### config.mk
export PLATFORM = sky130hd
export DESIGN_NAME = uart_tx_arbiter_flat
export DESIGN_NICKNAME = d
export VERILOG_FILES = /design/src/rtl/uart_arb_pkg.sv /design/src/rtl/uart_tx_arbiter_if.sv /design/src/rtl/uart_tx_arbiter_rr_picker.sv /design/src/rtl/uart_tx_arbiter.sv /design/src/flat_wrapper.sv
export SDC_FILE = /design/constraint.sdc
export NUM_CORES = 1
export LEC_CHECK = 0
export ABC_AREA = 1
export CAP_MARGIN = 25
export CORE_MARGIN = 2
export CORE_UTILIZATION = 44
export CTS_CLUSTER_SIZE = 20
export DETAILED_ROUTE_END_ITERATION = 7
export MAX_ROUTING_LAYER = met4
export PLACE_DENSITY = 0.91
export SLEW_MARGIN = 20
export SYNTH_ARGS = -nofsm -noshare
export SYNTH_HDL_FRONTEND = slang
export SYNTH_HIERARCHICAL = 1
export SYNTH_SLANG_ARGS = --single-unit
### constraint.sdc
create_clock -name clk -period 2.3 [get_ports clk]
set_input_delay 0.345 -clock clk [delete_from_list [all_inputs] [get_ports clk]]
set_output_delay 0.345 -clock clk [all_outputs]
set_load 0.03 [all_outputs]
### src/rtl/uart_arb_pkg.sv
// Shared types and defaults for the uart_tx round-robin arbiter.
// CLKS_PER_BIT records the 115200 baud divider at 50 MHz; the RTL itself is baud-agnostic.
package uart_arb_pkg;

    localparam int N_REQ_DEF    = 4;
    localparam int CNT_W_DEF    = 16;
    localparam int CLKS_PER_BIT = 434;

    typedef enum logic [2:0] {
        ST_SYNC      = 3'd0,
        ST_IDLE      = 3'd1,
        ST_ISSUE     = 3'd2,
        ST_WAIT_ACT  = 3'd3,
        ST_WAIT_DONE = 3'd4,
        ST_WAIT_CLR  = 3'd5
    } arb_state_t;

    // Width of a requester index; never narrower than one bit.
    function automatic int idx_width(input int n);
        return (n > 2) ? $clog2(n) : 1;
    endfunction

endpackage

### src/rtl/uart_tx_arbiter_if.sv
// Requester byte bus plus the uart_tx activate/active/done handshake.
// slave = arbiter side, master = requesters and transmitter side.
interface uart_tx_arbiter_if
    import uart_arb_pkg::*;
#(
    parameter int N_REQ = N_REQ_DEF
) ();

    logic [N_REQ-1:0]   req;
    logic [8*N_REQ-1:0] req_data;
    logic [N_REQ-1:0]   req_last;
    logic [N_REQ-1:0]   ack;

    logic               uart_activate;
    logic [7:0]         uart_data;
    logic               uart_active;
    logic               uart_done;

    modport slave (
        input  req,
        input  req_data,
        input  req_last,
        output ack,
        output uart_activate,
        output uart_data,
        input  uart_active,
        input  uart_done
    );

    modport master (
        output req,
        output req_data,
        output req_last,
        input  ack,
        input  uart_activate,
        input  uart_data,
        output uart_active,
        output uart_done
    );

endinterface

### src/rtl/uart_tx_arbiter_rr_picker.sv
// Combinational round-robin selector: search starts one past i_ptr and wraps.
// When i_lock_en is set only requester i_lock_id is eligible.
module rr_picker
    import uart_arb_pkg::*;
#(
    parameter int N_REQ = N_REQ_DEF,
    parameter int IDX_W = idx_width(N_REQ)
) (
    input  logic [N_REQ-1:0] i_req,
    input  logic [IDX_W-1:0] i_ptr,
    input  logic             i_lock_en,
    input  logic [IDX_W-1:0] i_lock_id,
    output logic             o_valid,
    output logic [IDX_W-1:0] o_idx
);

    logic [N_REQ-1:0] w_masked;

    for (genvar gi = 0; gi < N_REQ; gi++) begin : g_mask
        assign w_masked[gi] = i_req[gi] & (~i_lock_en | (i_lock_id == IDX_W'(gi)));
    end

    // Walk offsets from farthest to nearest so the nearest candidate wins.
    always_comb begin
        int w_cand;
        o_valid = 1'b0;
        o_idx   = '0;
        w_cand  = 0;
        for (int k = N_REQ; k >= 1; k--) begin
            w_cand = int'(i_ptr) + k;
            if (w_cand >= N_REQ) begin
                w_cand = w_cand - N_REQ;
            end
            if (w_masked[w_cand]) begin
                o_valid = 1'b1;
                o_idx   = IDX_W'(w_cand);
            end
        end
    end

endmodule

### src/rtl/uart_tx_arbiter.sv
// Round-robin per-byte arbiter sharing one uart_tx among N_REQ requesters.
// Define UART_ARB_PKT_LOCK_EN to keep multi-byte packets (req_last) contiguous.
module uart_tx_arbiter
    import uart_arb_pkg::*;
#(
    parameter int N_REQ = N_REQ_DEF,
    parameter int CNT_W = CNT_W_DEF
) (
    input  logic                        clk,
    input  logic                        rst,
    uart_tx_arbiter_if.slave            bus,
    output logic [idx_width(N_REQ)-1:0] grant_id,
    output logic                        busy,
    output logic [CNT_W-1:0]            sent_count
);

    localparam int IDX_W = idx_width(N_REQ);

    arb_state_t       r_state;
    arb_state_t       w_state_next;

    logic [N_REQ-1:0] r_ack;
    logic             r_activate;
    logic [7:0]       r_data;
    logic [IDX_W-1:0] r_grant_id;
    logic [CNT_W-1:0] r_sent_count;

    logic             w_grant;
    logic             w_count_inc;
    logic             w_pick_valid;
    logic [IDX_W-1:0] w_pick_idx;
    logic [7:0]       w_pick_byte;
    logic [N_REQ-1:0] w_ack_next;
    logic             w_lock_en;
    logic [IDX_W-1:0] w_lock_id;

    rr_picker #(
        .N_REQ (N_REQ),
        .IDX_W (IDX_W)
    ) u_picker (
        .i_req     (bus.req),
        .i_ptr     (r_grant_id),
        .i_lock_en (w_lock_en),
        .i_lock_id (w_lock_id),
        .o_valid   (w_pick_valid),
        .o_idx     (w_pick_idx)
    );

    assign w_pick_byte = bus.req_data[{w_pick_idx, 3'b000} +: 8];

    for (genvar gi = 0; gi < N_REQ; gi++) begin : g_ack
        assign w_ack_next[gi] = w_grant & (w_pick_idx == IDX_W'(gi));
    end

`ifdef UART_ARB_PKT_LOCK_EN
    logic             r_lock_valid;
    logic [IDX_W-1:0] r_lock_id;

    // A granted non-final byte pins the picker to that requester.
    always_ff @(posedge clk) begin
        if (rst) begin
            r_lock_valid <= 1'b0;
            r_lock_id    <= '0;
        end else if (w_grant) begin
            r_lock_valid <= ~bus.req_last[w_pick_idx];
            r_lock_id    <= w_pick_idx;
        end
    end

    assign w_lock_en = r_lock_valid;
    assign w_lock_id = r_lock_id;
`else
    logic w_unused_last;

    assign w_lock_en     = 1'b0;
    assign w_lock_id     = '0;
    assign w_unused_last = ^bus.req_last;
`endif

    always_ff @(posedge clk) begin
        if (rst) begin
            r_state <= ST_SYNC;
        end else begin
            r_state <= w_state_next;
        end
    end

    // SYNC exists because uart_tx has no reset and may still be mid-frame.
    always_comb begin
        w_state_next = r_state;
        w_grant      = 1'b0;
        w_count_inc  = 1'b0;
        case (r_state)
            ST_SYNC: begin
                if (!bus.uart_active && !bus.uart_done) begin
                    w_state_next = ST_IDLE;
                end
            end
            ST_IDLE: begin
                if (w_pick_valid) begin
                    w_grant      = 1'b1;
                    w_state_next = ST_ISSUE;
                end
            end
            ST_ISSUE: begin
                w_state_next = ST_WAIT_ACT;
            end
            ST_WAIT_ACT: begin
                if (bus.uart_active) begin
                    w_state_next = ST_WAIT_DONE;
                end
            end
            ST_WAIT_DONE: begin
                if (bus.uart_done) begin
                    w_count_inc  = 1'b1;
                    w_state_next = ST_WAIT_CLR;
                end
            end
            ST_WAIT_CLR: begin
                // done lasts two cycles; wait it out so it is counted once.
                if (!bus.uart_done) begin
                    w_state_next = ST_IDLE;
                end
            end
            default: begin
                w_state_next = ST_SYNC;
            end
        endcase
    end

    always_ff @(posedge clk) begin
        if (rst) begin
            r_ack        <= '0;
            r_activate   <= 1'b0;
            r_data       <= '0;
            r_grant_id   <= IDX_W'(N_REQ - 1);
            r_sent_count <= '0;
        end else begin
            r_ack      <= w_ack_next;
            r_activate <= w_grant;
            if (w_grant) begin
                r_data     <= w_pick_byte;
                r_grant_id <= w_pick_idx;
            end
            if (w_count_inc) begin
                r_sent_count <= r_sent_count + 1'b1;
            end
        end
    end

    assign bus.ack           = r_ack;
    assign bus.uart_activate = r_activate;
    assign bus.uart_data     = r_data;
    assign grant_id          = r_grant_id;
    assign busy              = (r_state != ST_IDLE);
    assign sent_count        = r_sent_count;

endmodule
### src/flat_wrapper.sv
// flat-port wrapper written by rule: the top's interface ports become plain ports
module uart_tx_arbiter_flat import uart_arb_pkg::*;
#(
    parameter int N_REQ = N_REQ_DEF,
    parameter int CNT_W = CNT_W_DEF
)
  (clk, rst, grant_id, busy, sent_count, bus_req, bus_req_data, bus_req_last, bus_ack, bus_uart_activate, bus_uart_data, bus_uart_active, bus_uart_done);
  uart_tx_arbiter_if #(.N_REQ(N_REQ)) bus_i ();
  input  logic clk;
  input  logic rst;
  output logic [idx_width(N_REQ)-1:0] grant_id;
  output logic busy;
  output logic [CNT_W-1:0] sent_count;
  input wire logic [$bits(bus_i.req)-1:0] bus_req;
  input wire logic [$bits(bus_i.req_data)-1:0] bus_req_data;
  input wire logic [$bits(bus_i.req_last)-1:0] bus_req_last;
  output wire logic [$bits(bus_i.ack)-1:0] bus_ack;
  output wire logic [$bits(bus_i.uart_activate)-1:0] bus_uart_activate;
  output wire logic [$bits(bus_i.uart_data)-1:0] bus_uart_data;
  input wire logic [$bits(bus_i.uart_active)-1:0] bus_uart_active;
  input wire logic [$bits(bus_i.uart_done)-1:0] bus_uart_done;
  assign bus_i.req = bus_req;
  assign bus_i.req_data = bus_req_data;
  assign bus_i.req_last = bus_req_last;
  assign bus_ack = bus_i.ack;
  assign bus_uart_activate = bus_i.uart_activate;
  assign bus_uart_data = bus_i.uart_data;
  assign bus_i.uart_active = bus_uart_active;
  assign bus_i.uart_done = bus_uart_done;
  uart_tx_arbiter #(.N_REQ(N_REQ), .CNT_W(CNT_W)) u_core (.clk(clk), .rst(rst), .bus(bus_i), .grant_id(grant_id), .busy(busy), .sent_count(sent_count));
endmodule
==> impl_results.md <==
- Cell depth of the worst setup path: 15
- Post-synth EDFFs: 0
- Chip width: 71.5 um
- Seq pwr share: 26.5%
- Post-CTS setup buffer count: 0
- # setup viols final: 0
- Max cap viols: 0
- Starting density of the core: 45.7%
- Critical path launch point: u_core/grant_id[0]$_SDFFE_PP1P_
- Area grow syn2layout: 47.7%
- Residual DRC: 0
- CP Launch Type: flip-flop
- Reg2Reg Depth: 15
- Die footprint: 0.00511 mm^2
- Req. time, crit path: 2.53 ns
- Reg2reg end: u_core/bus.uart_data[1]$_SDFFE_PP0P_
- Clk sinks: 34
- Fmax: 487 MHz
- DR WL/cell: 11.4 um
- Ant. Diodes: 0
- Initial DRC Count: 130
- Delay-heaviest family, CP: simple AND/OR/NAND/NOR gates
- Hold_buf cts: 0
- CP Buf/Inv Count: 4
- Main area contributors after synthesis: dfxtp_1 34%, nand2_1 15%, nor2_1 10%, inv_1 6.6%, a22oi_1 6.4%
- Count leader, synth: nand2_1
- Cell Int Power: 1680 uW
- Core area: 0.00438 mm^2
- Fin crit share: 89.3%
- Max VDD drop: 0.773 mV
- Clock power frac: 16.9%
- Hold/Removal Path Class: flip-flop to flip-flop
- Largest area contributor in the netlist: dfxtp_1
- Total power: 3060 uW
- Die span in y: 71.5 um
- Top cells by count, synth: 78 x nand2_1, 56 x nor2_1, 35 x inv_1
- CP dominant cell by count: nand2_1
- # IOs: 76
- Worst R2R Setup Slack: 0.25 ns
- Initial antenna violation count: 0
- Worst Path Max Fanout: 8
- GRT overflow: 0
- Sw Pwr: 1380 uW
- Final WL: 5210 um
- Largest net degree at the start of global routing: 13
- Setup crit end kind: flip-flop
- Crit path largest cell delay: 0.35 ns
- TritonCTS clock tree: done
- LEAKAGE: 0.00131 uW
- Async set-or-reset flop fraction in the synthesized netlist: 0%
- Final hold vios: 0
- Synthesized area per cell: 6.40 um^2
- Via/cell ratio: 5.00
- First-pass GRT wire length: 9090 um
- Origin of the critical flop-to-flop path: u_core/grant_id[0]$_SDFFE_PP1P_
- Layout cells sized above 1: 10.6%
- Slowest-stage cell, CP: dfxtp_2
- Top FF cell, synth: dfxtp_1
- Status: finished clean
- Crit Path Class: flip-flop to flip-flop
- Worst-path clk slew: 0.07 ns
- Mapped Cells: 313
- Final hold slack: 0.518 ns
- Setup Skew: 0.00539 ns
- Detail Route Antenna Nets: 0
- Via count: 2284
- Worst endpoint data arrival time: 2.28 ns
- Fill count: 394
- Sw Share: 45.1%
- Longest Clk Path Bufs: 2
- GR Util All Layers: 22.7%
- First drt pass iteration count: 6
- Vias in the first global route: 2216
- Comb pwr share: 56.6%
- CTS root buf: clkbuf_8
- CP Cell Sequence: buf_4 -> xor2_2 -> inv_1 -> nand2_1 -> nand2_1 -> clkinv_1 -> nand2_1 -> nand2_1 -> nand2_2 -> inv_2 -> nor2_2 -> a22oi_1 -> nand2_1 -> nor2_1 -> nor2_1
- Seq/Total Area, Yosys: 34.0%
- CTS buffer count: 5
- Post-synth top area share: 34.0%
- Post-DP HPWL: 4180 um
- Clk_lat worst skew: 0.29 ns
- Row Count: 24
- GP Congestion: 0.916
- Yosys reg bits: 34
- Synth Warn #: 6
- P per Cell Area: 1040 mW/mm^2
- I/O Buffers: 71
- Min Tclk post-route: 2.05 ns
- Final Max Slew Viols: 0
- H-tree depth: 2
- Cell Area, Synth: 0.00200 mm^2
- Post-synth cell types: 27
- Net count, final: 449
- CP endpoint: u_core/bus.uart_data[1]$_SDFFE_PP0P_
-- what timing repair did --
action / 4_1_cts / 5_1_grt
cloned: 0 / 0
setup endpoints to repair: 1 / 8
gates resized for setup: 1 / 6
-- cell usage in the layout (no fill, tap or decap) --
cell             synthesis  routed
nand4_1                  4       4
o21ai_2                  0       1
ha_1                     1       1
nor3_1                   7       7
nor2_2                   6       7
nor2_4                   3       3
inv_1                   35      33
a22oi_1                 17      17
o21bai_1                 1       1
o21ai_0                 15      15
clkinv_8                 1       1
inv_2                    3       5
dfxtp_1                 34      33
xor2_2                   0       1
nor2_1                  56      55
nand2_1                 78      77
dfxtp_2                  0       1
nand2_2                  5       6
clkbuf_8                 0       8
clkinv_1                 2       2
nand3_1                 23      23
a21oi_1                 10      10
o211ai_2                 2       2
o211ai_1                 1       1
conb_1                   1      12
clkdlybuf4s50_1          0      71
nand3_2                  1       1
buf_4                    0       7
-- power by group through the flow --
| stage | logic, uW | clock network [uW] | registers, uW |
|---|---|---|---|
| finish | 1730 | 518 | 813 |
| global route | 1920 | 550 | 831 |
| CTS | 1700 | 529 | 808 |
| detailed placement | 1680 | 0 | 820 |
| global placement | 1630 | 0 | 812 |
| floorplan | 978 | 0 | 991 |
-- state kept, by name, indices dropped and copies added (netlist names) --
register and flops:
u_core/bus.ack 4, u_core/grant_id 2, u_core/sent_count 16, u_core/bus.uart_activate 1
u_core/bus.uart_data 8, u_core/r_state 3
-- per-stage QoR --
step / util (%) / instance area (um^2) / TNS (ns) / instances / worst slack (ns)
after floorplan: - / 2040 / 0 / 324 / 0.162
after global placement: 64.6 / 2830 / -0.472 / 449 / -0.0690
after detailed placement: 64.6 / 2830 / -1.22 / 449 / -0.192
after CTS: 67.1 / 2940 / 0 / 457 / 0.0186
after global routing: 67.5 / 2960 / -0.00223 / 457 / -0.00223
final: 67.5 / 2960 / 0 / 457 / 0.247
-- cells by family after synthesis --
logic type                 count (synthesis)  synth area share [%]
DFF                                       34                  34.0
AOI/OAI and AO/OA                         47                  14.9
and+or+nand+nor                          183                  39.5
other                                      1                 0.187
xor gates and xnor gates                   1                 0.437
adders and majority gates                  1                 0.625
buffers and inverters                     46                  10.4
-- cell type report --
type	count	area, um^2	area share [%]
timing repair buffer	78	763	25.8
clock buffer	8	110	3.72
inverter	41	166	5.63
multi-input combinational	244	1170	39.6
tap	52	65.1	2.20
sequential	34	682	23.1
-- worst min path at each step --
stage | endpoint | from | cells past startpoint
floorplan | u_core/sent_count[6]$_SDFFE_PP0P_ | rst | 1
global placement | u_core/sent_count[2]$_SDFFE_PP0P_ | u_core/sent_count[2]$_SDFFE_PP0P_ | 2
detailed placement | u_core/sent_count[2]$_SDFFE_PP0P_ | u_core/sent_count[2]$_SDFFE_PP0P_ | 2
CTS | u_core/sent_count[3]$_SDFFE_PP0P_ | u_core/sent_count[3]$_SDFFE_PP0P_ | 1
global route | u_core/sent_count[2]$_SDFFE_PP0P_ | u_core/sent_count[2]$_SDFFE_PP0P_ | 2
finish | u_core/sent_count[3]$_SDFFE_PP0P_ | u_core/sent_count[3]$_SDFFE_PP0P_ | 1
-- worst register-to-register path: stages, from the launching register on --
cell,delay [ns]
dfxtp_2,0.35
buf_4,0.15
xor2_2,0.18
inv_1,0.11
nand2_1,0.08
nand2_1,0.06
clkinv_1,0.08
nand2_1,0.08
nand2_1,0.06
nand2_2,0.13
inv_2,0.06
nor2_2,0.27
a22oi_1,0.14
nand2_1,0.11
nor2_1,0.05
nor2_1,0.08
-- routing by layer --
metal	vias up	track usage [%]	routed length (um)
li1	1173	-	-
met1	1002	22.7	2040
met2	91	40.7	2610
met3	18	6.47	419
met4	0	10.5	138
met5	-	-	0
No activity file was read; power rests on OpenSTA's default activity.
